[src/rtl/bank_sequencer.sv]
// Tile sequencer: loads ARR_SIZE*ROWS producer words round-robin into a banked
// buffer, then issues ROWS stream beats to the array and pulses done.
module bank_sequencer #(
  parameter int ARR_SIZE = 4,
  parameter int ROWS     = 8
) (
  input  logic        clk,
  input  logic        rst,
  input  logic        start,
  input  logic        abort,
  input  logic        in_valid,
  input  logic [15:0] in_data,
  output logic        in_ready,
  input  logic        stream_en,
  output logic [15:0] buf_data,
  output logic [7:0]  buf_addr,
  output logic [1:0]  buf_state,
  output logic        busy,
  output logic        done
);

  localparam int BANK_W = (ARR_SIZE > 1) ? $clog2(ARR_SIZE) : 1;
  localparam int ROW_W  = (ROWS > 1) ? $clog2(ROWS) : 1;

  localparam logic [BANK_W-1:0] BANK_LAST = BANK_W'(ARR_SIZE - 1);
  localparam logic [ROW_W-1:0]  ROW_LAST  = ROW_W'(ROWS - 1);

  localparam logic [1:0] OP_NOP    = 2'b00;
  localparam logic [1:0] OP_STORE  = 2'b01;
  localparam logic [1:0] OP_STREAM = 2'b10;

  typedef enum logic [1:0] {
    S_IDLE   = 2'd0,
    S_LOAD   = 2'd1,
    S_STREAM = 2'd2,
    S_DONE   = 2'd3
  } state_t;

  state_t             state_q, state_d;
  logic [BANK_W-1:0]  bank_q, bank_d;
  logic [ROW_W-1:0]   row_q, row_d;
  logic [ROW_W-1:0]   beat_q, beat_d;
  logic [1:0]         op_q, op_d;
  logic [7:0]         addr_q, addr_d;
  logic [15:0]        data_q, data_d;
  logic               done_q, done_d;

  always_ff @(posedge clk) begin
    if (!rst) begin
      state_q <= S_IDLE;
      bank_q  <= '0;
      row_q   <= '0;
      beat_q  <= '0;
      op_q    <= OP_NOP;
      addr_q  <= '0;
      data_q  <= '0;
      done_q  <= 1'b0;
    end else begin
      state_q <= state_d;
      bank_q  <= bank_d;
      row_q   <= row_d;
      beat_q  <= beat_d;
      op_q    <= op_d;
      addr_q  <= addr_d;
      data_q  <= data_d;
      done_q  <= done_d;
    end
  end

  // Buffer op registers default to NOP every cycle; address/data only move
  // when a store or stream beat is actually issued.
  always_comb begin
    state_d = state_q;
    bank_d  = bank_q;
    row_d   = row_q;
    beat_d  = beat_q;
    op_d    = OP_NOP;
    addr_d  = addr_q;
    data_d  = data_q;
    done_d  = 1'b0;

    if (abort) begin
      state_d = S_IDLE;
      bank_d  = '0;
      row_d   = '0;
      beat_d  = '0;
    end else begin
      case (state_q)
        S_IDLE: begin
          if (start) begin
            state_d = S_LOAD;
            bank_d  = '0;
            row_d   = '0;
            beat_d  = '0;
          end
        end

        S_LOAD: begin
          if (in_valid) begin
            op_d   = OP_STORE;
            addr_d = 8'(bank_q);
            data_d = in_data;
            if (bank_q == BANK_LAST) begin
              bank_d = '0;
              // Last word of the tile: leave LOAD so in_ready drops at once.
              if (row_q == ROW_LAST) begin
                row_d   = '0;
                beat_d  = '0;
                state_d = S_STREAM;
              end else begin
                row_d = row_q + 1'b1;
              end
            end else begin
              bank_d = bank_q + 1'b1;
            end
          end
        end

        S_STREAM: begin
          if (stream_en) begin
            op_d   = OP_STREAM;
            addr_d = '0;
            if (beat_q == ROW_LAST) begin
              beat_d  = '0;
              state_d = S_DONE;
            end else begin
              beat_d = beat_q + 1'b1;
            end
          end
        end

        S_DONE: begin
          done_d  = 1'b1;
          state_d = S_IDLE;
          bank_d  = '0;
          row_d   = '0;
          beat_d  = '0;
        end

        default: state_d = S_IDLE;
      endcase
    end
  end

  // Handshake and activity flags follow the state directly.
  assign in_ready  = (state_q == S_LOAD);
  assign busy      = (state_q == S_LOAD) || (state_q == S_STREAM);
  assign done      = done_q;
  assign buf_state = op_q;
  assign buf_addr  = addr_q;
  assign buf_data  = data_q;

endmodule

[config.mk]
export PLATFORM = sky130hd
export DESIGN_NAME = bank_sequencer
export DESIGN_NICKNAME = d
export VERILOG_FILES = /design/src/rtl/bank_sequencer.sv
export SDC_FILE = /design/constraint.sdc
export NUM_CORES = 1
export LEC_CHECK = 0
export CAP_MARGIN = 15
export CELL_PAD_IN_SITES_DETAIL_PLACEMENT = 2
export CELL_PAD_IN_SITES_GLOBAL_PLACEMENT = 2
export CORE_UTILIZATION = 26
export DETAILED_ROUTE_END_ITERATION = 10
export DONT_BUFFER_PORTS = 1
export GPL_ROUTABILITY_DRIVEN = 0
export GPL_TIMING_DRIVEN = 0
export PLACE_DENSITY = 0.59
export SETUP_SLACK_MARGIN = 0.1
export SLEW_MARGIN = 20
export SYNTH_ARGS = -nofsm -noshare
export SYNTH_HDL_FRONTEND = slang
export SYNTH_SLANG_ARGS = --single-unit
[constraint.sdc]
create_clock -name clk -period 1.9 [get_ports clk]
set_input_delay 0.285 -clock clk [delete_from_list [all_inputs] [get_ports clk]]
set_output_delay 0.285 -clock clk [all_outputs]
set_load 0.01 [all_outputs]
==> results.md <==
- Avg Vias per Cell: 4.691
- Clk sinks: 31
- Gr usage total: 0.1417
- Core Box Area: 5270 um2
- Iteration-0 DRC Markers: 25
- Sequential cell area fraction in the yosys report: 0.4243
- Reg2Reg Depth: 6
- Routed Antenna Nets: 0
- Clock network power share: 0.448
- Max_cap viols: 0
- Power density cells: 829.3 nW/um2
- Worst-skew pair later-pin latency: 0.29 ns
- DR WL/cell: 15.45 um
- Final TNS setup: 0 ns
- Slew Viols, Final: 0
- First-pass GRT wire length: 6437 um
- Switch Pwr: 0.3758 mW
- Final period util: 0.9388
- Synth Area per Inst: 8.706 um2
- Synth Register Bits: 31
- Htree depth: 2
- DRC viols: 0
- Critical-path cell list: buf_6 > ha_4 > nor2b_4 > or2_2 > or4_1 > o21ai_1
- Start of the worst register-to-register path: state_q[0]
- Reg clk slew, reported paths: 0.07 ns
- Final min period: 1.784 ns
- Post-DP HPWL: 2890 um
- Die area: 5930 um2
- Hold EP: buf_data[15]
- Synth unique cells: 31
- Top-area cell type share of the netlist area: 0.4243
- Crit Path Category: reg -> reg
- Adder-Cell Fraction of Synth Area: 0.1027
- Layout Cells excl Fill: 256
- Via count: 1201
- Run status: finished, final reports clean
- Mux cell area share after synthesis: 0.01369
- Synth Area in XOR/XNOR: 0
- Simple-Gate Fraction of Synth Area: 0.2686
- Crit path DAT: 2.00 ns
- Leakage: 0.7098 nW
- # fillers: 611
- PortBufs: 0
- Hold path depth: 2
- Slew headroom: 0.6692
- Comb pwr share: 0.118
- Initial core utilization: 0.2775
- Fmax: 560.6 MHz
- Clock tree buffer depth: 2
- Worst setup margin: 0.1163 ns
- Routed wire length: 3954 um
- Compound-Gate Fraction of Synth Area: 0.1343
- Count of boundary I/O pins: 51
- Hold crit path type: in -> reg
- Setup repair after global routing missed its margin: true
- Area Growth Syn to Fin: 27.54%
- FF-to-FF setup slack: 0.12 ns
- Main combinational cell family by area after synthesis: simple AND/OR/NAND/NOR gates
- Sequential Power Share: 0.434
- Antenna violations before repair: 0
- Hold Path Origin: in_data[15]
- Slew of the pin with the lowest slew margin: 0.4924 ns
- Setup violators final: 0
- Mapped Area: 1463 um2
- Post-Place Worst Slack: -0.3009 ns
- Overflow after GRT: 0
- Ys Warns: 0
- Power, Total: 1.547 mW
- Cell family with most CP delay: simple AND/OR/NAND/NOR gates
- Sw Ratio: 0.2429
- Maximum number of pins on one net before global-route repair: 11
- CTS tree: done
- Vias in the first global route: 1275
- Crit. End Element: flip-flop
- WHS: 0.1396 ns
- CP startpoint kind: flip-flop
- Critical path's slowest cell: or4_1
- EDFF count, synth: 0
- Ant diodes: 0
- VDD IR max: 290.7 uV
- Share of cells above drive strength 1: 0.2366
- Final Hold Fails: 0
- Die Y: 77.01 um
- Layout Skew: 0.008035 ns
- Main area contributors after synthesis: dfxtp_1, ha_1, nand2_1
- Clock root buffer: clkbuf_8
- Async set-or-reset flop fraction in the synthesized netlist: 0
- Width of the die: 77.01 um
- Cell count after placement: 243
- First-pass DRT Iterations: 3
- Layout Nets: 219
- Most used DFF post-synth: dfxtp_1
- Critical path buffers and inverters: 1
- Peak fanout along the critical path: 6
- Crit. path cell count: 6
- Site Rows: 26
- CTS Buf Count: 5
- Worst Path Required: 2.12 ns
- Worst path max stage delay: 0.48 ns
- Cells after synthesis: 168
- Internal power consumption: 1.171 mW
- Cell accounting for the most synthesized area: dfxtp_1
- FF-to-FF End: beat_q[0]
==> layer usage <==
metal  routed length (um)  vias up  track usage
li1                     -      587            -
met1                 1661      578       0.1587
met2                 2027       31       0.2491
met3                  228        5      0.04643
met4                   37        0      0.05094
met5                    0        -            0
==> worst max path at each step <==
stage	slack, ns	start	to
floorplan	0.11	state_q[1]	beat_q[0]
global placement	-0.09	state_q[1]	buf_data[5]
detailed placement	-0.30	state_q[1]	buf_data[11]
CTS	0.09	state_q[0]	beat_q[0]
global route	0.04	state_q[0]	beat_q[0]
finish	0.12	state_q[0]	beat_q[0]
==> power groups by stage <==
stage               registers (mW)  clock network [mW]  logic (mW)
finish                       0.671               0.693       0.183
global route                 0.672               0.752       0.201
CTS                          0.671               0.715       0.157
detailed placement           0.687                   0       0.135
global placement             0.686                   0       0.127
floorplan                    0.684                   0       0.103
==> kinds of logic (layout without fill, tap and decap cells) <==
kind of cell,after synthesis,in the layout
adder cells (fa/ha/maj),12,12
buffers and inverters,15,28
AND/OR/NAND/NOR,78,78
multiplexers,2,2
other,1,6
flip-flops,31,31
AO/OA/AOI/OAI,29,29
==> cell usage after synthesis (3+ instances only) <==
master,instances
nand2b_1,3
nor2b_1,7
o21ai_0,3
buf_4,6
ha_1,12
a21oi_1,5
nor2_1,3
nor3_1,4
dfxtp_1,31
clkbuf_1,7
a21boi_0,16
nand3_1,7
nand2_1,39
==> placed cells by master (no fill, tap or decap), types with 4 or more instances in the layout <==
| master | count |
|---|---|
| clkbuf_8 | 6 |
| conb_1 | 6 |
| a21oi_1 | 5 |
| nor2b_4 | 4 |
| dfxtp_1 | 29 |
| a21boi_0 | 16 |
| buf_4 | 8 |
| ha_1 | 10 |
| nand2_1 | 39 |
| nand3_1 | 7 |
==> state kept, by name (all words and copies together) (netlist names) <==
| register | cells |
|---|---|
| bank_q | 2 |
| beat_q | 3 |
| buf_addr | 2 |
| buf_data | 16 |
| buf_state | 2 |
| done | 1 |
| row_q | 3 |
| state_q | 2 |
==> area by class of cell <==
| class | instances | area [um2] | area share |
|---|---|---|---|
| Clock buffer | 6 | 82.58 | 0.04427 |
| Clock inverter | 2 | 35.03 | 0.01878 |
| Inverter | 2 | 12.51 | 0.006707 |
| Buffer | 12 | 76.32 | 0.04091 |
| Timing Repair Buffer | 6 | 68.82 | 0.03689 |
| Multi-Input combinational cell | 127 | 874.6 | 0.4688 |
| Sequential cell | 31 | 628.1 | 0.3367 |
| Tap cell | 70 | 87.58 | 0.04695 |
==> per-stage QoR <==
step	utilization	area, um2
floorplan	-	1485
global placement	0.2984	1573
detailed placement	0.2984	1573
CTS	0.3345	1763
global route	0.3540	1866
finish	0.3540	1866
==> what timing repair did <==
action | CTS | global route
pin swaps | 2 | 2
setup buffers | 3 | 3
resized for setup | 17 | 18
endpoints found under the setup margin | 19 | 13
gates cloned | 0 | 0
hold buffers | 0 | 0
Note: power is estimated with default switching activity, not from simulation.
